File: config.mk
export PLATFORM = sky130hd
export DESIGN_NAME = fb_route_stage
export DESIGN_NICKNAME = d
export VERILOG_FILES = /design/src/rtl/fb_pkg.sv /design/src/rtl/fb_flit_fifo.sv /design/src/rtl/fb_route_stage.sv
export SDC_FILE = /design/constraint.sdc
export NUM_CORES = 1
export LEC_CHECK = 0
export ABC_AREA = 0
export CORE_UTILIZATION = 52
export DETAILED_ROUTE_END_ITERATION = 10
export MAX_ROUTING_LAYER = met4
export PLACE_DENSITY = 0.87
export SYNTH_ARGS = -nofsm -noshare
export SYNTH_HDL_FRONTEND = slang
export SYNTH_SLANG_ARGS = --single-unit
File: constraint.sdc
create_clock -name clk -period 9.5 [get_ports clk]
set_input_delay 1.9 -clock clk [delete_from_list [all_inputs] [get_ports clk]]
set_output_delay 1.9 -clock clk [all_outputs]
set_load 0.02 [all_outputs]
File: src/rtl/fb_pkg.sv
// fb_pkg: shared types and helpers for the flattened-butterfly route-compute stage.
//   fb_dim_order_e  - which dimension is resolved first
//   fb_flit_type_e  - {head, tail} flit classification
//   fb_rc_state_e   - route-compute FSM states
//   fb_outport_idx  - dimension-ordered output port index for a destination
package fb_pkg;

  typedef enum logic {
    DimOrd0First = 1'b0,
    DimOrd1First = 1'b1
  } fb_dim_order_e;

  typedef enum logic [1:0] {
    FlitBody   = 2'b00,
    FlitTail   = 2'b01,
    FlitHead   = 2'b10,
    FlitSingle = 2'b11
  } fb_flit_type_e;

  typedef enum logic [1:0] {
    StIdle   = 2'd0,
    StRouted = 2'd1,
    StDrop   = 2'd2
  } fb_rc_state_e;

  // Ports 0..R-2 reach the other dim0 routers (own coordinate skipped), ports R-1..R+C-3 the
  // other dim1 routers, and R+C-2 is the local ejection port.
  function automatic int unsigned fb_outport_idx(input int unsigned d0, input int unsigned d1,
                                                 input int unsigned cur0, input int unsigned cur1,
                                                 input int unsigned r, input int unsigned c,
                                                 input fb_dim_order_e order);
    int unsigned p0;
    int unsigned p1;
    int unsigned idx;
    p0  = (d0 < cur0) ? d0 : d0 - 1;
    p1  = (r - 1) + ((d1 < cur1) ? d1 : d1 - 1);
    idx = r + c - 2;
    if (order == DimOrd0First) begin
      if (d0 != cur0)      idx = p0;
      else if (d1 != cur1) idx = p1;
    end else begin
      if (d1 != cur1)      idx = p1;
      else if (d0 != cur0) idx = p0;
    end
    return idx;
  endfunction

endpackage

File: src/rtl/fb_flit_fifo.sv
// fb_flit_fifo: DEPTH-entry flit buffer holding {head, tail, dest, data}.
//   i_push/i_pop      - write/read requests; ignored when full/empty respectively
//   i_head..i_data    - flit written on push
//   o_head..o_data    - flit at the FIFO head (undefined while empty)
//   o_full/o_empty    - occupancy flags
// Push and pop in the same cycle are both honoured; there is no bypass path.
module fb_flit_fifo #(
  parameter int unsigned DEPTH  = 2,
  parameter int unsigned DATA_W = 32,
  parameter int unsigned DEST_W = 4
) (
  input  logic              clk,
  input  logic              rst_n,
  input  logic              i_push,
  input  logic              i_pop,
  input  logic              i_head,
  input  logic              i_tail,
  input  logic [DEST_W-1:0] i_dest,
  input  logic [DATA_W-1:0] i_data,
  output logic              o_head,
  output logic              o_tail,
  output logic [DEST_W-1:0] o_dest,
  output logic [DATA_W-1:0] o_data,
  output logic              o_full,
  output logic              o_empty
);

  localparam int unsigned PW = $clog2(DEPTH);
  localparam int unsigned EW = 2 + DEST_W + DATA_W;

  logic [EW-1:0] r_mem [DEPTH];
  // Pointers carry one extra wrap bit to tell full from empty.
  logic [PW:0]   r_wr_ptr;
  logic [PW:0]   r_rd_ptr;
  logic          w_push;
  logic          w_pop;
  logic [EW-1:0] w_rd_entry;

  assign o_empty = (r_wr_ptr == r_rd_ptr);
  assign o_full  = (r_wr_ptr[PW] != r_rd_ptr[PW]) &&
                   (r_wr_ptr[PW-1:0] == r_rd_ptr[PW-1:0]);
  assign w_push  = i_push & ~o_full;
  assign w_pop   = i_pop & ~o_empty;

  always_ff @(posedge clk or negedge rst_n) begin
    if (!rst_n) begin
      r_wr_ptr <= '0;
      r_rd_ptr <= '0;
    end else begin
      if (w_push) r_wr_ptr <= r_wr_ptr + 1'b1;
      if (w_pop)  r_rd_ptr <= r_rd_ptr + 1'b1;
    end
  end

  always_ff @(posedge clk) begin
    if (w_push) r_mem[r_wr_ptr[PW-1:0]] <= {i_head, i_tail, i_dest, i_data};
  end

  assign w_rd_entry                       = r_mem[r_rd_ptr[PW-1:0]];
  assign {o_head, o_tail, o_dest, o_data} = w_rd_entry;

endmodule

File: src/rtl/fb_route_stage.sv
// fb_route_stage: per-input-port route-compute stage of a flattened-butterfly router.
//   clk, rst_n                    - clock, async active-low reset
//   in_valid/in_ready             - flit input handshake
//   in_head/in_tail/in_dest/in_data - input flit fields; dest = {d1, d0}, used on head only
//   request_vec                   - one-hot output port request to the switch allocator
//   out_valid/out_ready           - flit output handshake (out_ready = allocator grant)
//   out_head/out_tail/out_data    - FIFO-head flit fields
//   err_o                         - one-cycle pulse per bad destination or headless flit
// The route is computed once per packet from the head flit and held until the tail leaves.
module fb_route_stage
  import fb_pkg::*;
#(
  parameter int unsigned NODE_PER_ROW = 4,
  parameter int unsigned NODE_PER_COL = 4,
  parameter int unsigned CURR_DIM0    = 1,
  parameter int unsigned CURR_DIM1    = 1,
  parameter int unsigned DIM_ORDER    = 0,
  parameter int unsigned DATA_W       = 32,
  parameter int unsigned DEPTH        = 2
) (
  input  logic                                                   clk,
  input  logic                                                   rst_n,
  input  logic                                                   in_valid,
  output logic                                                   in_ready,
  input  logic                                                   in_head,
  input  logic                                                   in_tail,
  input  logic [$clog2(NODE_PER_ROW)+$clog2(NODE_PER_COL)-1:0]   in_dest,
  input  logic [DATA_W-1:0]                                      in_data,
  output logic [NODE_PER_ROW+NODE_PER_COL-2:0]                   request_vec,
  input  logic                                                   out_ready,
  output logic                                                   out_valid,
  output logic                                                   out_head,
  output logic                                                   out_tail,
  output logic [DATA_W-1:0]                                      out_data,
  output logic                                                   err_o
);

  localparam int unsigned D0W      = $clog2(NODE_PER_ROW);
  localparam int unsigned D1W      = $clog2(NODE_PER_COL);
  localparam int unsigned DESTID_W = D0W + D1W;
  localparam int unsigned OUTPORT  = NODE_PER_ROW + NODE_PER_COL - 1;
  localparam int unsigned OPW      = $clog2(OUTPORT);
  localparam fb_dim_order_e Order  = (DIM_ORDER != 0) ? DimOrd1First : DimOrd0First;

  fb_rc_state_e        r_state;
  logic [OPW-1:0]      r_route;

  logic                w_push;
  logic                w_pop;
  logic                w_full;
  logic                w_empty;
  logic                w_fifo_head;
  logic                w_fifo_tail;
  logic [DESTID_W-1:0] w_fifo_dest;
  logic [DATA_W-1:0]   w_fifo_data;
  logic [D0W-1:0]      w_d0;
  logic [D1W-1:0]      w_d1;
  logic                w_dest_ok;
  logic [OPW-1:0]      w_route_idx;
  fb_flit_type_e       w_ftype;
  logic                w_out_valid;
  logic                w_err;

  // Held at 0 through reset so no flit is accepted while the FIFO is being cleared.
  assign in_ready = rst_n & ~w_full;
  assign w_push   = in_valid & in_ready;

  fb_flit_fifo #(
    .DEPTH  (DEPTH),
    .DATA_W (DATA_W),
    .DEST_W (DESTID_W)
  ) u_fifo (
    .clk     (clk),
    .rst_n   (rst_n),
    .i_push  (w_push),
    .i_pop   (w_pop),
    .i_head  (in_head),
    .i_tail  (in_tail),
    .i_dest  (in_dest),
    .i_data  (in_data),
    .o_head  (w_fifo_head),
    .o_tail  (w_fifo_tail),
    .o_dest  (w_fifo_dest),
    .o_data  (w_fifo_data),
    .o_full  (w_full),
    .o_empty (w_empty)
  );

  assign w_d0        = w_fifo_dest[D0W-1:0];
  assign w_d1        = w_fifo_dest[DESTID_W-1:D0W];
  // Non-power-of-two dimensions leave encodable coordinates with no router behind them.
  assign w_dest_ok   = (32'(w_d0) < NODE_PER_ROW) && (32'(w_d1) < NODE_PER_COL);
  assign w_route_idx = OPW'(fb_outport_idx(32'(w_d0), 32'(w_d1), CURR_DIM0, CURR_DIM1,
                                           NODE_PER_ROW, NODE_PER_COL, Order));
  assign w_ftype     = fb_flit_type_e'({w_fifo_head, w_fifo_tail});
  assign w_out_valid = (r_state == StRouted) & ~w_empty;

  always_comb begin
    w_pop = 1'b0;
    w_err = 1'b0;
    unique case (r_state)
      StIdle: begin
        if (!w_empty) begin
          case (w_ftype)
            FlitHead, FlitSingle: begin
              // A good head stays in the FIFO; it leaves once the route is locked.
              if (!w_dest_ok) begin
                w_err = 1'b1;
                w_pop = w_fifo_tail;
              end
            end
            default: begin
              w_err = 1'b1;
              w_pop = 1'b1;
            end
          endcase
        end
      end
      StRouted: w_pop = w_out_valid & out_ready;
      StDrop:   w_pop = ~w_empty;
      default:  w_pop = 1'b0;
    endcase
  end

  always_ff @(posedge clk or negedge rst_n) begin
    if (!rst_n) begin
      r_state <= StIdle;
      r_route <= '0;
    end else begin
      unique case (r_state)
        StIdle: begin
          if (!w_empty && w_fifo_head) begin
            if (w_dest_ok) begin
              r_route <= w_route_idx;
              r_state <= StRouted;
            end else if (!w_fifo_tail) begin
              r_state <= StDrop;
            end
          end
        end
        StRouted: if (w_pop && w_fifo_tail) r_state <= StIdle;
        StDrop:   if (w_pop && w_fifo_tail) r_state <= StIdle;
        default:  r_state <= StIdle;
      endcase
    end
  end

  assign out_valid   = w_out_valid;
  assign out_head    = w_fifo_head;
  assign out_tail    = w_fifo_tail;
  assign out_data    = w_fifo_data;
  assign request_vec = w_out_valid ? ({{(OUTPORT-1){1'b0}}, 1'b1} << r_route) : '0;
  assign err_o       = w_err;

endmodule
## Yosys cells after proc, flatten, opt, wreduce, memory -nomap -nowiden

Memory sizes are Yosys's and may differ from the RTL's.
Index checks and enable logic that the tools add are counted.

| cells by class | value |
|---|---|
| add/subtract/negate cells | 5 |
| $mul | 0 |
| divide/modulo/power cells | 0 |
| $lt $le $gt $ge | 2 |
| equal/unequal tests | 11 |
| shifts and indexed selects | 1 |
| mux-type cells | 14 |
| bitwise gates (word level) | 8 |
| reductions and logical operators | 9 |

Operators by type and width:

| operator | number |
|---|---|
| $mux 3 | 4 |
| $mux 7 | 1 |
| $shl 1x3->7 const A | 1 |
| $and 1x1->1 | 6 |
| $eq 2x2->1 const B | 3 |
| $ne 2x1->1 const B | 3 |
| $sub 2x1->3 const B | 2 |
| $mux 1 | 5 |
| $add 2x1->2 const B | 2 |
| $lt 2x1->1 const B | 2 |
| $mux 2 | 2 |
| $pmux 2 s2 | 1 |
| $reduce_and 2->1 | 2 |
| $reduce_or 2->1 | 2 |
| $add 2x3->3 const A | 1 |
| $logic_and 1x1->1 | 3 |
| $pmux 1 s3 | 1 |
| $eq 2x1->1 const B | 1 |
| $eq 2x2->1 | 1 |
| $logic_not 2->1 | 1 |
| $ne 2x2->1 const B | 1 |
| $not 1->1 | 2 |
| $eq 1x1->1 | 1 |
| $logic_not 1->1 | 1 |
| $ne 1x1->1 | 1 |

| storage, ports and cells | value |
|---|---|
| register bits | 9 |
| latch bits | 0 |
| RAM bits | 76 |
| ROM bits | 0 |
| input bits | 42 |
| output and inout port bits | 44 |
| word-level logic and storage cells | 55 |
| memories kept | 1 |

Memory list:

| memory | depth | width | read ports | clocked after memory_dff | write ports | line | source |
|---|---|---|---|---|---|---|---|
| u_fifo.r_mem | 2 | 38 | 1 | 0 | 1 | fb_flit_fifo.sv:31 | `logic [EW-1:0] r_mem [DEPTH];` |

## Logic depth before layout (Yosys ltp)

An unclocked memory read counts as a cell.

| depth | value |
|---|---|
| depth after elaboration | 9 |
| gate-level depth with buffers | 8 |
| mapped depth without buffers | 6 |

## Modules after synthesis

Synthesis repeated with hierarchy kept, for this count alone.

| unflattened totals | value |
|---|---|
| cell total of the unflattened synthesis | 186 |
| area total of the unflattened synthesis | 3362.0 um^2 |

Modules (own cells, without submodules):

| module | times used | cells each | area each (um^2) | sequential area each (um^2) |
|---|---|---|---|---|
| fb_flit_fifo | 1 | 146 | 3032.9 | 2382.3 |
| fb_route_stage | 1 | 40 | 329.1 | 100.1 |

## Worst setup path before layout

OpenSTA, ideal clock, no wires.

| timing | value |
|---|---|
| path kind | in2reg |
| start | input in_valid |
| end | memory u_fifo.r_mem[0][0] (netlist name) (enable) |
| library setup time | 481 ps |
| arrival time | 4595 ps |
| data required time | 9019 ps |
| setup slack | 4425 ps |
| stages | 2 |
| buffers on the path | 0 |
| cells stage by stage | nand2_1 nor3_1 |

| between the ends | value |
|---|---|
| word-level cells in the longest chain between the ends | 4 |

RTL lines:

| what | line | source |
|---|---|---|
| start: declaration | fb_route_stage.sv:23 | `input logic in_valid,` |
| $and 1x1->1 | fb_route_stage.sv:66 | `assign w_push = in_valid & in_ready;` |
| $and 1x1->1 | fb_flit_fifo.sv:42 | `assign w_push = i_push & ~o_full;` |
| $mux 1 | fb_flit_fifo.sv:56 | `if (w_push) r_mem[r_wr_ptr[PW-1:0]] <= {i_head, i_tail, i_dest, i_data};` |
| $mux 1 (not written as such) | fb_flit_fifo.sv:56 |  |
| end: declaration | fb_flit_fifo.sv:31 |  |

Every way passes these cells.

## Final worst setup path

| timing | value |
|---|---|
| start | input rst_n |
| end | output in_ready |

| between the ends | value |
|---|---|
| word-level cells in the longest chain between the ends | 1 |

RTL lines:

| what | line | source |
|---|---|---|
| start: declaration | fb_route_stage.sv:22 | `input logic rst_n,` |
| $and 1x1->1 | fb_route_stage.sv:65 | `assign in_ready = rst_n & ~w_full;` |
| end: declaration | fb_route_stage.sv:24 | `output logic in_ready,` |

Every way passes these cells.

==> out/metrics.yaml <==
cells_and_area:
  stdcell_count: 360
  nFillCells: 391
  diodes: 0
  area_growth_pct: 34.5
  num-nets-final: 323
  drive_above_1_share: 0.211
  finalCoreUtilization: 0.736
cts:
  cts_buffers: 9
  clk-insertion-delay-late_ns: 0.34
  cts_root_buffer: "clkbuf_8"
  cts_resized: 0
  cts_tree: "yes"
  cts_buffer_depth: 2
  cts_max_level: 3
  cts_num_sinks: 84
  cts.clk_slew.worst_paths_ns: 0.08
  cts_setup_buffers: 0
  ctsHoldBuffers: 0
synthesis:
  syn_area_sq_um: 3300
  synth.avg_cell_area_sq_um: 17.7
  synth_top_flop_cell: "edfxtp_1"
  synth_seq_area_share: 0.752
  ys_ff_latch: 84
  ys_types: 30
  netlist_instances: 186
  synth_most_common_cell: "edfxtp_1"
  synth_top_cell_by_area: "edfxtp_1"
  ys_top_cells_by_area: "edfxtp_1 (69%), mux2_2 (12%), dfrtp_1 (6.1%)"
  synth_top_area_share: 0.692
  synth_edf_count: 76
  syn_nets: 229
  synthArstFlopShare: 0.0952
  netlist_top_cells_count: "edfxtp_1 (76), mux2_2 (34), dfrtp_1 (8), nor2_1 (8)"
  synth_warnings: 0
critical_path:
  path_class: "in2out"
  cp.required_ns: 7.60
  critPathMaxFanout: 11
  cp-start-kind: "input port"
  r2r_end: "r_route[0]"
  crit_arrival_ns: 3.44
  r2r-start: "u_fifo.r_rd_ptr[0]"
  r2r_setup_slack_ns: 7.25
  worst_r2r_path_depth: 7
  end_kind: "output port"
hold_path:
  hold_depth: 1
  hold_path_end: "r_route[2]"
  worstHoldStart: "r_route[2]"
  min_path_type: "reg2reg"
outcome:
  outcome: "complete, no violations"
global_route:
  antenna_found_initial: 0
  grt.busiest_layer: "met2"
  grt_first_pass_wirelength_um: 8910
  grt_max_degree: 39
  use_met3: 0.0533
  gr-usage-met2: 0.309
  gr-usage-all-layers: 0.194
  grt_pass1_vias: 1937
  gr-usage-met1: 0.228
  grt_overflow: 0
placement:
  dp_hpwl_um: 3930
  gp_congestion: 0.759
  placedCellCount: 344
  port_buffers: 85
routing:
  drc: 0
  routed-via-count: 1887
  drt_iter0_markers: 44
  wl_per_cell_um: 16.3
  ant_nets: 0
  drt_pre_antenna_iters: 4
  via_per_inst: 5.24
  drt-total-wl_um: 5860
power:
  power_density_nw_per_um2: 282
  leakage_nw: 1.52
  p_total_mw: 1.25
  peakVddDrop_mv: 0.229
timing:
  final-max-slew-violation-count: 0
  skew_ns: 0.00623
  rsz0062_at_grt: "false"
  min_period_ns: 5.34
  whs_ns: 0.555
  period_share: 0.562
  fmax_mhz: 187
  hold_viol: 0
  setup_tns_ns: 0
  tightest_slew_ns: 0.535
  setup_violations: 0
  slew_headroom: 0.643
floorplanning:
  fp.coreArea_sq_um: 6030
  die-area_sq_um: 6670
  start_util: 0.548
  die_h_um: 81.7
  die_w_um: 81.7
  ios: 86
  rows: 28
run:
  drv_cap: 0
## kinds of logic (layout without fill, tap and decap cells)
kind of cell    Yosys count  after routing  share of synthesized area
flops                    84             84                      0.752
mux                      40             40                      0.135
simple gates             34             34                     0.0573
compound gates           13             13                     0.0235
buf+inv                   9            108                     0.0121
xor+xnor                  5              5                     0.0156
fa+ha+maj                 1              1                    0.00379
## worst max-delay path, stage by stage
cell and delay, ns:
clkdlybuf4s50_1 0.76, o21a_1 0.19, clkdlybuf4s50_1 0.59
## state kept, by name (all words and copies together) (netlist names)
signal / count
r_route: 3
r_state: 1
u_fifo.r_mem: 76
u_fifo.r_rd_ptr: 2
u_fifo.r_wr_ptr: 2
## routing by layer
metal,part of all wire,up-vias
met1,0.42,901
li1,-,896
met5,0,-
met4,0.021,0
met2,0.49,75
met3,0.065,15
## worst max path at each step
stage / from / end / slack, ns / depth (start not counted)
finish: rst_n / in_ready / 4.16 / 3
global route: rst_n / in_ready / 4.07 / 3
detailed placement: rst_n / in_ready / 4.15 / 3
global placement: rst_n / in_ready / 4.17 / 3
floorplan: in_valid / u_fifo.r_mem[0][0] / 4.42 / 2
CTS: rst_n / in_ready / 4.12 / 3
## cells in the final DEF, fill, tap and decap left out, types with 3 or more instances in the layout
| cell type | synthesis | final |
|---|---|---|
| buf_4 | 0 | 3 |
| nand2b_1 | 3 | 3 |
| mux2i_1 | 3 | 3 |
| edfxtp_1 | 76 | 76 |
| nor2_1 | 8 | 8 |
| clkdlybuf4s50_1 | 0 | 85 |
| o21ai_0 | 4 | 4 |
| dfrtp_1 | 8 | 7 |
| inv_1 | 4 | 4 |
| clkbuf_8 | 0 | 9 |
| nor3_1 | 5 | 4 |
| nand3_1 | 4 | 4 |
| clkinv_4 | 0 | 3 |
| mux2_1 | 3 | 3 |
| nand2_1 | 4 | 4 |
| a21oi_1 | 5 | 4 |
| mux2_2 | 34 | 34 |
## where the power goes
part,internal [mW],switching [mW]
clock,0.0971,0.126
combinational,0.252,0.258
sequential,0.473,0.0468
## metrics by stage
| step | worst slack [ns] | instance area, sq um |
|---|---|---|
| detailed placement | 4.15 | 4260 |
| finish | 4.16 | 4440 |
| CTS | 4.12 | 4440 |
| global route | 4.07 | 4440 |
| floorplan | 4.42 | 3300 |
| global placement | 4.17 | 4260 |
## area by class of cell
cell class	instances	area (sq um)	share of cell area
clock buffer	10	128	0.0288
clock inverter	6	50.0	0.0113
timing repair buffer	88	873	0.197
inverter	4	15.0	0.00338
multi-input combinational	93	793	0.179
tap	75	93.8	0.0212
sequential	84	2480	0.560
(Power assumes the default switching activity.)
